===== config.mk =====
export PLATFORM = sky130hd
export DESIGN_NAME = pc_fetch_sequencer_flat
export DESIGN_NICKNAME = d
export VERILOG_FILES = /design/src/rtl/pc_fetch_sequencer_pkg.sv /design/src/rtl/pc_fetch_sequencer_if.sv /design/src/rtl/pc_fetch_sequencer_timeout_counter.sv /design/src/rtl/pc_fetch_sequencer.sv /design/src/flat_wrapper.sv
export SDC_FILE = /design/constraint.sdc
export NUM_CORES = 1
export LEC_CHECK = 0
export BUFFER_PORTS_ARGS = -buffer_cell sky130_fd_sc_hd__buf_2
export CAP_MARGIN = 20
export CORE_AREA = 2 2 100 102
export CTS_CLUSTER_DIAMETER = 120
export CTS_CLUSTER_SIZE = 12
export DETAILED_ROUTE_END_ITERATION = 8
export DIE_AREA = 0 0 102 104
export GPL_TIMING_DRIVEN = 1
export PLACE_DENSITY = 0.76
export SLEW_MARGIN = 0
export SYNTH_ARGS = -nofsm -noshare
export SYNTH_HDL_FRONTEND = slang
export SYNTH_HIERARCHICAL = 1
export SYNTH_SLANG_ARGS = --single-unit

===== constraint.sdc =====
create_clock -name clk -period 2.2 [get_ports clk]
set_input_delay 0.11 -clock clk [delete_from_list [all_inputs] [get_ports clk]]
set_output_delay 0.11 -clock clk [all_outputs]
set_load 0.02 [all_outputs]

===== src/rtl/pc_fetch_sequencer_pkg.sv =====
// Shared fetch-unit types and constants: state encoding, default word width and PC step.
package pc_fetch_sequencer_pkg;

  localparam int unsigned DataWidth  = 32;
  localparam int unsigned InstrBytes = 4;

  typedef enum logic [2:0] {
    StIdle,
    StRequest,
    StHold,
    StJump,
    StFault
  } fetch_state_e;

endpackage


===== src/rtl/pc_fetch_sequencer_if.sv =====
// Fetch-unit bus bundle: ProgramCounter controls, instruction memory, decode and jump ports.
interface pc_fetch_sequencer_if #(
  parameter int unsigned DataWidth = 32
) ();

  logic [DataWidth-1:0] pc_value;
  logic [DataWidth-1:0] pc_data_in;
  logic                 pc_write_enable;
  logic                 pc_write_add;
  logic                 pc_count_enable;

  logic [DataWidth-1:0] mem_address;
  logic                 mem_valid;
  logic                 mem_ready;
  logic [DataWidth-1:0] mem_data;

  logic [DataWidth-1:0] instr_data;
  logic [DataWidth-1:0] instr_addr;
  logic                 instr_valid;
  logic                 instr_ready;

  logic                 jump_valid;
  logic                 jump_relative;
  logic [DataWidth-1:0] jump_target;
  logic                 jump_accept;

  logic                 fetch_fault;

  modport master (
    input  pc_value, mem_ready, mem_data, instr_ready, jump_valid, jump_relative, jump_target,
    output pc_data_in, pc_write_enable, pc_write_add, pc_count_enable, mem_address, mem_valid,
           instr_data, instr_addr, instr_valid, jump_accept, fetch_fault
  );

  modport slave (
    output pc_value, mem_ready, mem_data, instr_ready, jump_valid, jump_relative, jump_target,
    input  pc_data_in, pc_write_enable, pc_write_add, pc_count_enable, mem_address, mem_valid,
           instr_data, instr_addr, instr_valid, jump_accept, fetch_fault
  );

endinterface


===== src/rtl/pc_fetch_sequencer_timeout_counter.sv =====
// Saturating stall counter; expired_o flags the count step that reaches TimeoutCycles.
module pc_fetch_sequencer_timeout_counter #(
  parameter int unsigned TimeoutCycles = 255
) (
  input  logic clk,
  input  logic reset,
  input  logic clear_i,
  input  logic count_i,
  output logic expired_o
);

  localparam int unsigned CntWidth = $clog2(TimeoutCycles + 1);
  localparam logic [CntWidth-1:0] CntMax = CntWidth'(TimeoutCycles);

  logic [CntWidth-1:0] cnt_q, cnt_d;

  always_comb begin
    cnt_d = cnt_q;
    if (clear_i) begin
      cnt_d = '0;
    end else if (count_i && (cnt_q != CntMax)) begin
      cnt_d = cnt_q + 1'b1;
    end
  end

  // Looks ahead one step so the FSM can leave on the cycle the limit is reached.
  assign expired_o = count_i && !clear_i && (cnt_q >= CntMax - 1'b1);

  always_ff @(posedge clk) begin
    if (reset) begin
      cnt_q <= '0;
    end else begin
      cnt_q <= cnt_d;
    end
  end

endmodule


===== src/rtl/pc_fetch_sequencer.sv =====
// Instruction-fetch controller: steps the ProgramCounter, fetches one word per PC value,
// hands it to decode and arbitrates jump requests; sticky fault on bus timeout.
module pc_fetch_sequencer
  import pc_fetch_sequencer_pkg::*;
#(
  parameter int unsigned TimeoutCycles = 255
) (
  input  logic                  clk,
  input  logic                  reset,
  input  logic                  enable_i,
  pc_fetch_sequencer_if.master  bus
);

  fetch_state_e         state_q, state_d;
  logic [DataWidth-1:0] instr_data_q, instr_addr_q;
  logic                 fault_q;

  logic capture;
  logic accept;
  logic cnt_clear;
  logic cnt_inc;
  logic cnt_expired;

  pc_fetch_sequencer_timeout_counter #(
    .TimeoutCycles (TimeoutCycles)
  ) u_timeout (
    .clk       (clk),
    .reset     (reset),
    .clear_i   (cnt_clear),
    .count_i   (cnt_inc),
    .expired_o (cnt_expired)
  );

  always_comb begin
    state_d   = state_q;
    capture   = 1'b0;
    accept    = 1'b0;
    cnt_clear = 1'b0;
    cnt_inc   = 1'b0;

    bus.pc_data_in      = '0;
    bus.pc_write_enable = 1'b0;
    bus.pc_write_add    = 1'b0;
    bus.pc_count_enable = 1'b0;
    bus.mem_address     = '0;
    bus.mem_valid       = 1'b0;
    bus.instr_valid     = 1'b0;
    bus.jump_accept     = 1'b0;

    // Outputs are held quiet while reset is asserted.
    if (!reset) begin
      unique case (state_q)
        StIdle: begin
          if (bus.jump_valid) begin
            accept  = 1'b1;
            state_d = StJump;
          end else if (enable_i) begin
            state_d = StRequest;
          end
        end
        StRequest: begin
          bus.mem_valid   = 1'b1;
          bus.mem_address = bus.pc_value;
          if (bus.mem_ready) begin
            capture             = 1'b1;
            bus.pc_count_enable = 1'b1;
            cnt_clear           = 1'b1;
            state_d             = StHold;
          end else begin
            cnt_inc = 1'b1;
            if (cnt_expired) begin
              state_d = StFault;
            end
          end
        end
        StHold: begin
          bus.instr_valid = 1'b1;
          if (bus.jump_valid) begin
            accept  = 1'b1;
            state_d = StJump;
          end else if (bus.instr_ready) begin
            state_d = enable_i ? StRequest : StIdle;
          end
        end
        StJump: begin
          state_d = enable_i ? StRequest : StIdle;
        end
        StFault: begin
          state_d = StFault;
        end
        default: begin
          state_d = StIdle;
        end
      endcase

      if (accept) begin
        bus.jump_accept     = 1'b1;
        bus.pc_write_enable = 1'b1;
        bus.pc_write_add    = bus.jump_relative;
        bus.pc_data_in      = bus.jump_target;
      end
    end
  end

  always_ff @(posedge clk) begin
    if (reset) begin
      state_q      <= StIdle;
      instr_data_q <= '0;
      instr_addr_q <= '0;
      fault_q      <= 1'b0;
    end else begin
      state_q <= state_d;
      if (capture) begin
        instr_data_q <= bus.mem_data;
        instr_addr_q <= bus.pc_value;
      end
      if (state_d == StFault) begin
        fault_q <= 1'b1;
      end
    end
  end

  assign bus.instr_data  = instr_data_q;
  assign bus.instr_addr  = instr_addr_q;
  assign bus.fetch_fault = fault_q;

endmodule


===== src/flat_wrapper.sv =====
// flat-port wrapper written by rule: the top's interface ports become plain ports
module pc_fetch_sequencer_flat import pc_fetch_sequencer_pkg::*;
#(
  parameter int unsigned TimeoutCycles = 255
)
  (clk, reset, enable_i, bus_pc_value, bus_mem_ready, bus_mem_data, bus_instr_ready, bus_jump_valid, bus_jump_relative, bus_jump_target, bus_pc_data_in, bus_pc_write_enable, bus_pc_write_add, bus_pc_count_enable, bus_mem_address, bus_mem_valid, bus_instr_data, bus_instr_addr, bus_instr_valid, bus_jump_accept, bus_fetch_fault);
  pc_fetch_sequencer_if #(.DataWidth(32)) bus_i ();
  input  logic clk;
  input  logic reset;
  input  logic enable_i;
  input wire logic [$bits(bus_i.pc_value)-1:0] bus_pc_value;
  input wire logic [$bits(bus_i.mem_ready)-1:0] bus_mem_ready;
  input wire logic [$bits(bus_i.mem_data)-1:0] bus_mem_data;
  input wire logic [$bits(bus_i.instr_ready)-1:0] bus_instr_ready;
  input wire logic [$bits(bus_i.jump_valid)-1:0] bus_jump_valid;
  input wire logic [$bits(bus_i.jump_relative)-1:0] bus_jump_relative;
  input wire logic [$bits(bus_i.jump_target)-1:0] bus_jump_target;
  output wire logic [$bits(bus_i.pc_data_in)-1:0] bus_pc_data_in;
  output wire logic [$bits(bus_i.pc_write_enable)-1:0] bus_pc_write_enable;
  output wire logic [$bits(bus_i.pc_write_add)-1:0] bus_pc_write_add;
  output wire logic [$bits(bus_i.pc_count_enable)-1:0] bus_pc_count_enable;
  output wire logic [$bits(bus_i.mem_address)-1:0] bus_mem_address;
  output wire logic [$bits(bus_i.mem_valid)-1:0] bus_mem_valid;
  output wire logic [$bits(bus_i.instr_data)-1:0] bus_instr_data;
  output wire logic [$bits(bus_i.instr_addr)-1:0] bus_instr_addr;
  output wire logic [$bits(bus_i.instr_valid)-1:0] bus_instr_valid;
  output wire logic [$bits(bus_i.jump_accept)-1:0] bus_jump_accept;
  output wire logic [$bits(bus_i.fetch_fault)-1:0] bus_fetch_fault;
  assign bus_i.pc_value = bus_pc_value;
  assign bus_i.mem_ready = bus_mem_ready;
  assign bus_i.mem_data = bus_mem_data;
  assign bus_i.instr_ready = bus_instr_ready;
  assign bus_i.jump_valid = bus_jump_valid;
  assign bus_i.jump_relative = bus_jump_relative;
  assign bus_i.jump_target = bus_jump_target;
  assign bus_pc_data_in = bus_i.pc_data_in;
  assign bus_pc_write_enable = bus_i.pc_write_enable;
  assign bus_pc_write_add = bus_i.pc_write_add;
  assign bus_pc_count_enable = bus_i.pc_count_enable;
  assign bus_mem_address = bus_i.mem_address;
  assign bus_mem_valid = bus_i.mem_valid;
  assign bus_instr_data = bus_i.instr_data;
  assign bus_instr_addr = bus_i.instr_addr;
  assign bus_instr_valid = bus_i.instr_valid;
  assign bus_jump_accept = bus_i.jump_accept;
  assign bus_fetch_fault = bus_i.fetch_fault;
  pc_fetch_sequencer #(.TimeoutCycles(TimeoutCycles)) u_core (.clk(clk), .reset(reset), .enable_i(enable_i), .bus(bus_i));
endmodule

## Word-level counts from Yosys, hierarchy flattened

Index checks and enable logic that the tools add are counted.

- Bits in registers: 76
- Input port bits: 103
- Output and inout port bits: 135
- Word-level logic and storage cells: 50

- Add/sub/neg operators: 1
- $lt $le $gt $ge: 1
- Equal/unequal tests: 6
- Muxes and demuxes: 30
- Reductions and logical operators: 7

Operators with widths:

| cell | count |
|---|---|
| 32-bit 2-to-1 mux | 4 |
| 3-bit 2-to-1 mux | 7 |
| 1-bit 2-to-1 mux | 18 |
| 3-bit one-hot mux with 5 select lines | 1 |
| 8-bit by 1-bit adder with 8-bit output (second input constant) | 1 |
| 8-bit greater-or-equal comparator (second input constant) | 1 |
| 8-bit != test (second input constant) | 1 |
| 3-bit by 2-bit equality test with 1-bit output (second input constant) | 2 |
| 3-bit equality test (second input constant) | 2 |
| 2-bit OR reduction | 2 |
| 3-bit by 1-bit equality test with 1-bit output (second input constant) | 1 |
| 1-bit logical AND | 3 |
| 3-bit logical NOT | 1 |
| 1-bit logical NOT | 1 |

## Depth between registers and ports, before layout

Gate-level depths: netlist of the first run.

- Word-level depth: 11
- Depth in mapped cells: 8
- Gate-level depth less buffers: 7

## Cells and area by module

The synthesis of the first run kept the hierarchy.

Modules (own cells, without submodules):

| module | instances | cells an instance | area each (µm²) | sequential area each (µm²) |
|---|---|---|---|---|
| pc_fetch_sequencer | 1 | 387 | 3120.5 | 1361.3 |
| pc_fetch_sequencer_timeout_counter | 1 | 51 | 441.7 | 160.2 |

## Worst setup path before layout of the first run

OpenSTA, ideal clock, no wires.

- Path type: register to register
- Start point: register u_core.state_q[1]
- End point: register u_core.fault_q, in the netlist u_core/bus.fetch_fault
- Setup time: 0.087 ns
- Data arrival time: 2.140 ns
- Required time: 2.113 ns
- Path slack: -0.027 ns
- Stages on the path, launching flop included: 9
- Path buffers: 2
- Period minus slack after synthesis: 2.227 ns
- Cell sequence: dfxtp_1 > or4b_1 > buf_4 > clkbuf_1 > nor2_1 > nor4b_2 > nor4bb_1 > a21oi_1 > o31ai_1

- Elaborated cells between the ends (all ways): 21
- Those cells by class: 5 x eq/ne; 12 x mux; 4 x reduce/logical

RTL lines:

| what | RTL line | RTL |
|---|---|---|
| start: declaration | pc_fetch_sequencer.sv:14 | `fetch_state_e state_q, state_d;` |
| start signal: assignment | pc_fetch_sequencer.sv:107 | `state_q <= StIdle;` |
| start signal: assignment | pc_fetch_sequencer.sv:112 | `state_q <= state_d;` |
| 3-bit by 1-bit equality test with 1-bit output | pc_fetch_sequencer.sv:52 | `unique case (state_q)` |
| 1-bit 2-to-1 mux | pc_fetch_sequencer.sv:52 |  |
| 1-bit 2-to-1 mux | pc_fetch_sequencer.sv:51 | `if (!reset) begin` |
| via u_core.cnt_inc | pc_fetch_sequencer.sv:21 | `logic cnt_inc;` |
| 1-bit logical AND (2 in series) | pc_fetch_sequencer_timeout_counter.sv:27 | `assign expired_o = count_i && !clear_i && (cnt_q >= CntMax - 1'b1);` |
| via u_core.cnt_expired | pc_fetch_sequencer.sv:22 | `logic cnt_expired;` |
| 3-bit 2-to-1 mux | pc_fetch_sequencer.sv:71 | `if (cnt_expired) begin` |
| 3-bit 2-to-1 mux | pc_fetch_sequencer.sv:64 | `if (bus.mem_ready) begin` |
| 3-bit one-hot mux with 5 select lines | pc_fetch_sequencer.sv:52 |  |
| 3-bit 2-to-1 mux | pc_fetch_sequencer.sv:51 |  |
| 3-bit equality test | pc_fetch_sequencer.sv:117 | `if (state_d == StFault) begin` |
| end signal: assignment | pc_fetch_sequencer.sv:110 | `fault_q <= 1'b0;` |
| end signal: assignment | pc_fetch_sequencer.sv:118 | `fault_q <= 1'b1;` |
| end: declaration | pc_fetch_sequencer.sv:16 | `logic fault_q;` |

The timed path passes the listed nets, and every way through them passes these cells.
A chain may end at the register's enable or synchronous reset.

## Worst setup path after layout of the first run

- Start point: register u_core.state_q[2]
- End point: register u_core.state_q[0]

- Word-level cells in the longest chain between the ends: 10
- Elaborated cells between the ends (all ways): 16
- Those cells by class: 4 x eq/ne; 8 x mux; 4 x reduce/logical

Ends and longest elaborated chain:

| what | RTL line |
|---|---|
| 3-bit by 1-bit equality test with 1-bit output * | pc_fetch_sequencer.sv:52 |
| 1-bit 2-to-1 mux | pc_fetch_sequencer.sv:52 |
| 1-bit 2-to-1 mux | pc_fetch_sequencer.sv:51 |
| 1-bit logical NOT | pc_fetch_sequencer_timeout_counter.sv:27 |
| 1-bit logical AND * (2 in series) | pc_fetch_sequencer_timeout_counter.sv:27 |
| via u_core.cnt_expired | pc_fetch_sequencer.sv:22 |
| 3-bit 2-to-1 mux * | pc_fetch_sequencer.sv:71 |
| 3-bit 2-to-1 mux * | pc_fetch_sequencer.sv:64 |
| 3-bit one-hot mux with 5 select lines * | pc_fetch_sequencer.sv:52 |
| 3-bit 2-to-1 mux * | pc_fetch_sequencer.sv:51 |

Mark *: on every way through the listed nets, which the timed path passes. The rest lies on a longest branch.

==> metrics list, run 1 <==
* Status: finished, final reports clean
* DRC violation count after routing: 0
- STA puts the critical path data required time at ~2.4 ns.
- The die is roughly 100 um wide.
- Adder-cell share of the synthesized area: less than 1%
- Area growth syn-to-layout: 51.2%
- Internal power comes to 2.24 mW.
- Share of final-layout standard cells stronger than drive strength 1: 39.3%
- Worst Setup Start Kind: flip-flop
* Post-placement cell count: ~800
- Power after layout: roughly 3.1 mW
- Sequential power share: 46.2%
* Unique cell type count in the Yosys netlist: 37
* Skew-Pair Late Insertion Delay: 0.34 ns
* Starting DRC count in detailed routing: 140
* Die Area: between 10,000 and 15,000 sq um
- The core region is 9550 sq um.
* Vias in the first global route: 3,966
- Cells fill a little under three fifths of the core in the end.
* WL/cell: 13.9 um
- The first detailed-routing pass took 5 iterations.
- Primary flip-flop cell chosen by synthesis mapping: sky130_fd_sc_hd__dfxtp_1
- Max Freq: 0.469 GHz
- Switching Fraction: 28.7%
* Number of enable-type register cells in the synthesized netlist: 0
- For this run, the post-layout net count is 799.
- Prior to clock tree synthesis, the placed netlist has a worst setup slack of 0.0791 ns.
- In the synthesized netlist, mux cells make up less than 1% of the area.
- In the synthesized netlist, the number of instances is 438.
- Sum of negative setup slack: 0 ns
* Final max-slew violation count: 0
- Worst clock skew on the final layout: 0.00458 ns
- Once the floorplan was initialized, standard cells occupied 37.3% of the core.
* Global-route wire length before repair: 18,200 um
- Once detailed placement completed, the half-perimeter wirelength came to 7690 um.
- Measured against its own limit, the worst slew margin works out to between 50% and 60%.
- Entering global routing, the biggest net connects 74 pins.
* Power per cell area: 583 nW/um^2
- Top-area cell type share of the netlist area: 42.7%
- Worst Setup Path Type: flip-flop to flip-flop
- The filler cells instantiated in the layout total 889.
* Setup violations, final: 0
- Total via count after detailed routing: a little over 4,000
* Post-synth top area cell: sky130_fd_sc_hd__dfxtp_1
- At the end of routability-driven placement, the weighted congestion stood at 0.830.
- Number of synthesis warnings: 6
- Post-synth ARST share: 0%
* Worst Slack Setup Final: between 0.06 and 0.07 ns
- In this run the worst path has a maximum fanout of 12.
- The initial antenna violation count came to 0.
* HP Class: input pin to flip-flop
- After clock tree synthesis, the clock-pin slew on the worst setup and hold paths is approximately 0.080 ns.
* CTS Root Buffer Type: sky130_fd_sc_hd__clkbuf_8
- Synth Area in Compound Gates: 16.5%
* Final wirelength: 11,600 um
- Fraction of power consumed by the clock network: 34.1%
- After Yosys synthesis, XOR and XNOR cells account for less than 1% of the synthesized area.
* Number of max-cap violations: 0
- The tree built by TritonCTS fans out to 76 sinks.
* Cell area after synthesis: between 3000 and 4000 sq um
- A synthesized cell averages 8.13 sq um.
- Summed over all cells, the static leakage comes to 2.59 nW.
- In this run, synthesis produced a sequential element count of 76.
- Final hold viol count: 0
- Combinational logic burns between 10% and 20% of the power.
- 0 antenna diodes ended up in the layout.
* Clock tree from TritonCTS: done
- Worst IR drop on VDD: about 0.42 mV
- Once detail routing completed, the nets flagged for antenna violations numbered 0.
- GRT overflow: 0
* Number of levels in the clock H-tree: 3
* Largest family of logic cells by synthesized area: simple AND/OR/NAND/NOR gates
- 238 I/O pins were placed.
- The number of nets handed over by synthesis was 543.
- Site Rows: 36
- Number of buffers on the longest clock path: 2
* Leading post-synthesis cells by cell area: sky130_fd_sc_hd__dfxtp_1 43%, sky130_fd_sc_hd__and2_1 11%, sky130_fd_sc_hd__nand3_1 9.7%, sky130_fd_sc_hd__nand2b_1 6.0%, sky130_fd_sc_hd__o21ai_0 5.6%
- STA classifies the critical path endpoint as a flip-flop.
- In the routed layout, each cell is associated on average with a via count of 4.91.
* Time the final worst path needs with I/O delays and setup: around 2.1 ns
- Clock buffer count from CTS: 9
* Power spent charging and discharging nets: 0.902 mW
- Fraction of the mapped netlist area in simple logic gates: 32.3%
* Final worst-path cycle share: 97.0%
- The finished layout holds 831 standard cells, fillers aside.
- For the pin with the worst max-slew slack, the measured transition is 0.658 ns.
- Number of buffers inserted to repair setup after CTS: 0
- Arrival time of the worst setup path: ~2.3 ns
* Number of buffers inserted by port buffering: roughly 240
* Y dimension of the die: 104 um
* All-Layer GR Usage: between 20% and 30%
- Register area share after synthesis: 42.7%
[synthesized netlist by cell type, drive strengths merged, types with 2 or more instances]
master	count
ha	2
nand2	7
nor2	6
inv	5
a21oi	35
clkbuf	26
or3	2
and4	3
buf	13
nand2b	34
mux2i	3
nor3	2
and3	3
and2	65
a31oi	3
a211oi	4
nand3	70
o21ai	68
dfxtp	76
[layout make-up]
class                           count  area, sq um  area share (%)
Sequential cell                    76         1520            28.3
Timing Repair Buffer              283         1640            30.5
Inverter                            6         35.0           0.650
Clock buffer                       10          138            2.56
Timing Repair inverter              1         8.76           0.163
Multi-Input combinational cell    317         1810            33.7
Clock inverter                      5         60.1            1.11
Tap cell                          133          166            3.09
[final timing paths]
check | start | endpoint | slack [ns] | depth (start not counted)
worst max-delay path | u_core/state_q[2]$_SDFF_PP0_ | u_core/state_q[0]$_SDFF_PP0_ | 0.07 | 7
worst min-delay path | bus_mem_data[23] | u_core/bus.instr_data[23]$_SDFFE_PP0P_ | 0.01 | 3
worst max register to register | u_core/state_q[2]$_SDFF_PP0_ | u_core/state_q[0]$_SDFF_PP0_ | 0.07 | 7
worst min register to register | u_core/bus.instr_data[18]$_SDFFE_PP0P_ | u_core/bus.instr_data[18]$_SDFFE_PP0P_ | 0.46 | 2
[worst max-delay path: stages (launching register included)]
cell,delay (ns)
sky130_fd_sc_hd__dfxtp_1,0.36
sky130_fd_sc_hd__or4b_4,0.54
sky130_fd_sc_hd__buf_6,0.19
sky130_fd_sc_hd__nor2_4,0.13
sky130_fd_sc_hd__nor4b_2,0.07
sky130_fd_sc_hd__nor3_1,0.15
sky130_fd_sc_hd__a21oi_1,0.08
sky130_fd_sc_hd__a2111oi_1,0.47
[registers in the layout (all words and copies together) (netlist names)]
register,flops
u_core/bus.instr_data,32
u_core/u_timeout/cnt_q,8
u_core/state_q,3
u_core/bus.instr_addr,32
u_core/bus.fetch_fault,1
[metal layers]
layer / share of wire (%) / track usage, % / up-vias
met3: 7.4 / 6.12 / 24
met4: 2.4 / 8.48 / 0
li1: - / - / 2012
met2: 50 / 35.5 / 194
met1: 40 / 25.0 / 1848
met5: 0 / 0 / -
[cell families after synthesis]
family,count (synthesis)
fa+ha+maj,2
simple gates,198
buf+inv,45
mux,3
compound gates,113
flops,76
xor+xnor,1
[what timing repair did]
action	in CTS	in global routing
gates resized for setup	5	3
hold buffers	31	2
cloned	1	0
endpoints found under the setup margin	21	18
endpoints found under the hold margin	31	2
[power by group through the flow]
stage	Sequential, mW	Combinational, mW	Clock, mW
detailed placement	1.48	0.558	0
global placement	1.48	0.549	0
finish	1.45	0.620	1.07
CTS	1.45	0.611	1.11
floorplan	1.53	0.278	0
global route	1.46	0.672	1.16
[through the flow]
step                hold WS, ns  area, sq um
finish                   0.0146         5390
global route            0.00247         5390
CTS                    0.000558         5360
detailed placement        0.336         4820
global placement          0.328         4820
floorplan                 0.240         3560
[placed cells by master, fill, tap and decap left out, types with 4 or more instances in the layout]
cell / instances
sky130_fd_sc_hd__nand2b_1: 34
sky130_fd_sc_hd__buf_2: 237
sky130_fd_sc_hd__dfxtp_1: 75
sky130_fd_sc_hd__nand2_1: 7
sky130_fd_sc_hd__clkbuf_8: 10
sky130_fd_sc_hd__buf_4: 10
sky130_fd_sc_hd__dlygate4sd3_1: 33
sky130_fd_sc_hd__nor2_1: 4
sky130_fd_sc_hd__a21oi_1: 35
sky130_fd_sc_hd__nand3_1: 69
sky130_fd_sc_hd__a211oi_1: 4
sky130_fd_sc_hd__inv_1: 5
sky130_fd_sc_hd__o21ai_0: 40
sky130_fd_sc_hd__o21ai_1: 28
sky130_fd_sc_hd__and2_1: 65
Power figures use the tool's default switching activity.
==> inputs of run 2 (changes only) <==
Settings changed: CELL_PAD_IN_SITES_DETAIL_PLACEMENT set to 1, CELL_PAD_IN_SITES_GLOBAL_PLACEMENT set to 1, CORE_AREA 2 2 100 102 to 2 2 121 123, DIE_AREA 0 0 102 104 to 0 0 123 125, PLACE_DENSITY 0.76 to not set, PLACE_DENSITY_LB_ADDON set to 0.1.
==> run 2 against run 1 <==
Global-route usage shrank 4.0 points. Routed wire length grew 16%. Sequential power is essentially flat. Sequential share of layout area shrank 0.86 points. Via count shrank 0.74%. Worst setup slack gained 0.034 ns. Critical endpoint is now bus_mem_address[20]. Highest routed layer unchanged.
==> metrics list, run 2 (synthesis results as in run 1) <==
- For the finished layout, the period the worst path requires is 2.10 ns.
- Once detail routing completed, the nets flagged for antenna violations numbered 0.
- Worst Setup Path Type: flip-flop to output pin
- The setup check on the worst reg-to-reg path leaves a slack of 0.26 ns.
- Number of buffers inserted to repair setup after CTS: 0
- Area growth syn-to-layout: 56.0%
- DRC violation count after routing: 0
- Once the floorplan was initialized, standard cells occupied 25.1% of the core.
- Dividing the final minimum period by the clock period gives 95.5%.
* Number of buffers inserted by port buffering: 237
- Via density per instance: roughly 4.6
* First-pass detailed-route iteration total: 4
* Number of levels in the clock H-tree: 3
* Crit-path max FO: 17
- The run finished with clean final reports.
* Final wirelength: ~13,000 um
* Post-Route Hold Slack: 0.0102 ns
- Headroom to the max-slew limit: 52.8%
- The number of global-route vias before repair came to approximately 4,100.
- Starting DRC count in detailed routing: around 130
* Die width: 123 um
* Worst IR drop on VDD: 0.507 mV
- After detailed routing, the average wire length per cell comes to 15.3 um.
- GRT overflow: 0
- Number of primary I/O pins: 238
- Site Rows: 44
- Number of max-cap violations: 0
- Initial antenna violation count: 0
* Total via count after detailed routing: 4,048
- Final Net Count: 793
- The number of antenna diodes in the final layout is 0.
- Clock buffer count from CTS: 9
- Clock skew on the completed layout was measured at 0.00643 ns.
- Core area: 14,200 sq um
* Required time at the endpoint of the critical path: 2.09 ns
* Static Leak: between 2 and 3 nW
* Final weighted congestion in routability-driven placement: 0.756
- For this design the ratio of total power to cell area is 683 nW/um^2.
* Worst Setup Start Kind: flip-flop
- Clock tree from TritonCTS: done
- No sink is reached through more buffers than the 2 on the longest clock path.
* Setup repair after global routing missed its margin: false
- Leaving out fill and tap cells, the most frequent cell in the layout is sky130_fd_sc_hd__buf_2.
* Sum of negative setup slack: 0 ns
- Summed over all nets, the half-perimeter wirelength after detailed placement is 9000 um.
* Arrival time of the worst setup path: 1.99 ns
- Fill cells in the final layout number 1,774.
* Final max-slew violation count: 0
* All-Layer GR Usage: around 17%
* Most frequent cells in the layout: 237 x sky130_fd_sc_hd__buf_2, 75 x sky130_fd_sc_hd__dfxtp_1, 69 x sky130_fd_sc_hd__nand3_1
- Clock Pin Slew Worst Setup and Hold Paths: 0.06 ns
- HP Class: input pin to flip-flop
- Overall power consumption after layout is estimated at approximately 3.8 mW.
* Element type at the critical path end: output pin
- Number of sinks handled by clock tree synthesis: 76
- Setup violations, final: 0
- The count of endpoints failing hold in the final timing report is 0.
- Share of final-layout standard cells stronger than drive strength 1: 39.8%
- Largest net degree at the start of global routing: 73
- Global-route wire length before repair: about 21,000 um
* Die Area: ~15,000 sq um
- At the pin with the least slew margin, the transition time is 0.708 ns.
* Max Freq: 0.476 GHz
- Y dimension of the die: between 100 and 150 um
* Skew-Pair Late Insertion Delay: 0.34 ns
* CTS Root Buffer Type: sky130_fd_sc_hd__clkbuf_16
-- run 2: power by group --
group          switching [mW]  leakage (nW)  total [mW]  internal, mW
clock network           0.600         0.163        1.71          1.11
registers              0.0266         0.616        1.45          1.43
logic                   0.370          1.86       0.631         0.261
total                   0.997          2.64        3.79          2.80
-- run 2: worst paths after layout --
check,depth (start not counted),from,end
max,6,u_core/state_q[0]$_SDFF_PP0_,bus_mem_address[20]
min,3,bus_mem_data[11],u_core/bus.instr_data[11]$_SDFFE_PP0P_
max reg2reg,6,u_core/state_q[0]$_SDFF_PP0_,u_core/bus.fetch_fault$_SDFFE_PP0N_
min reg2reg,2,u_core/bus.instr_data[11]$_SDFFE_PP0P_,u_core/bus.instr_data[11]$_SDFFE_PP0P_
-- run 2: layout make-up --
type                            instances  area, sq um  share of cell area (%)
Clock buffer                           10          229                    4.12
Clock inverter                          6          111                    2.00
Inverter                                6         35.0                   0.631
Multi-Input combinational cell        317         1810                    32.6
Sequential cell                        76         1520                    27.4
Tap cell                              184          230                    4.14
Timing Repair Buffer                  277         1610                    28.9
Timing Repair inverter                  1         8.76                   0.158
-- run 2: through the flow --
step,utilization [%],std cells,cell area (sq um),setup WS [ns]
floorplan,-,438,3560,0.0345
global placement,34.5,833,4900,0.284
detailed placement,34.5,833,4900,0.232
CTS,38.8,875,5510,0.0247
global route,39.1,877,5560,0.0115
finish,39.1,877,5560,0.100
-- run 2: routing by layer --
metal / GRT usage (%) / routed length [um]
met1: 20.4 / 5790
met2: 28.4 / 6440
met3: 5.84 / 979
met4: 5.88 / 233
met5: 0 / 0
-- run 2: critical path, cell delays in order (launching register included) --
cell and delay (ns):
sky130_fd_sc_hd__dfxtp_2 0.37, sky130_fd_sc_hd__or4b_4 0.48, sky130_fd_sc_hd__buf_4 0.21, sky130_fd_sc_hd__clkinv_8 0.11
sky130_fd_sc_hd__clkbuf_16 0.18, sky130_fd_sc_hd__and2_1 0.13, sky130_fd_sc_hd__buf_2 0.15
-- run 2: timing repair --
item / in CTS / in global routing
pin swaps: 0 / 0
resized for setup: 2 / 4
hold buffers: 26 / 0
setup endpoints to repair: 28 / 63
cloned: 0 / 2
endpoints found under the hold margin: 26 / 0
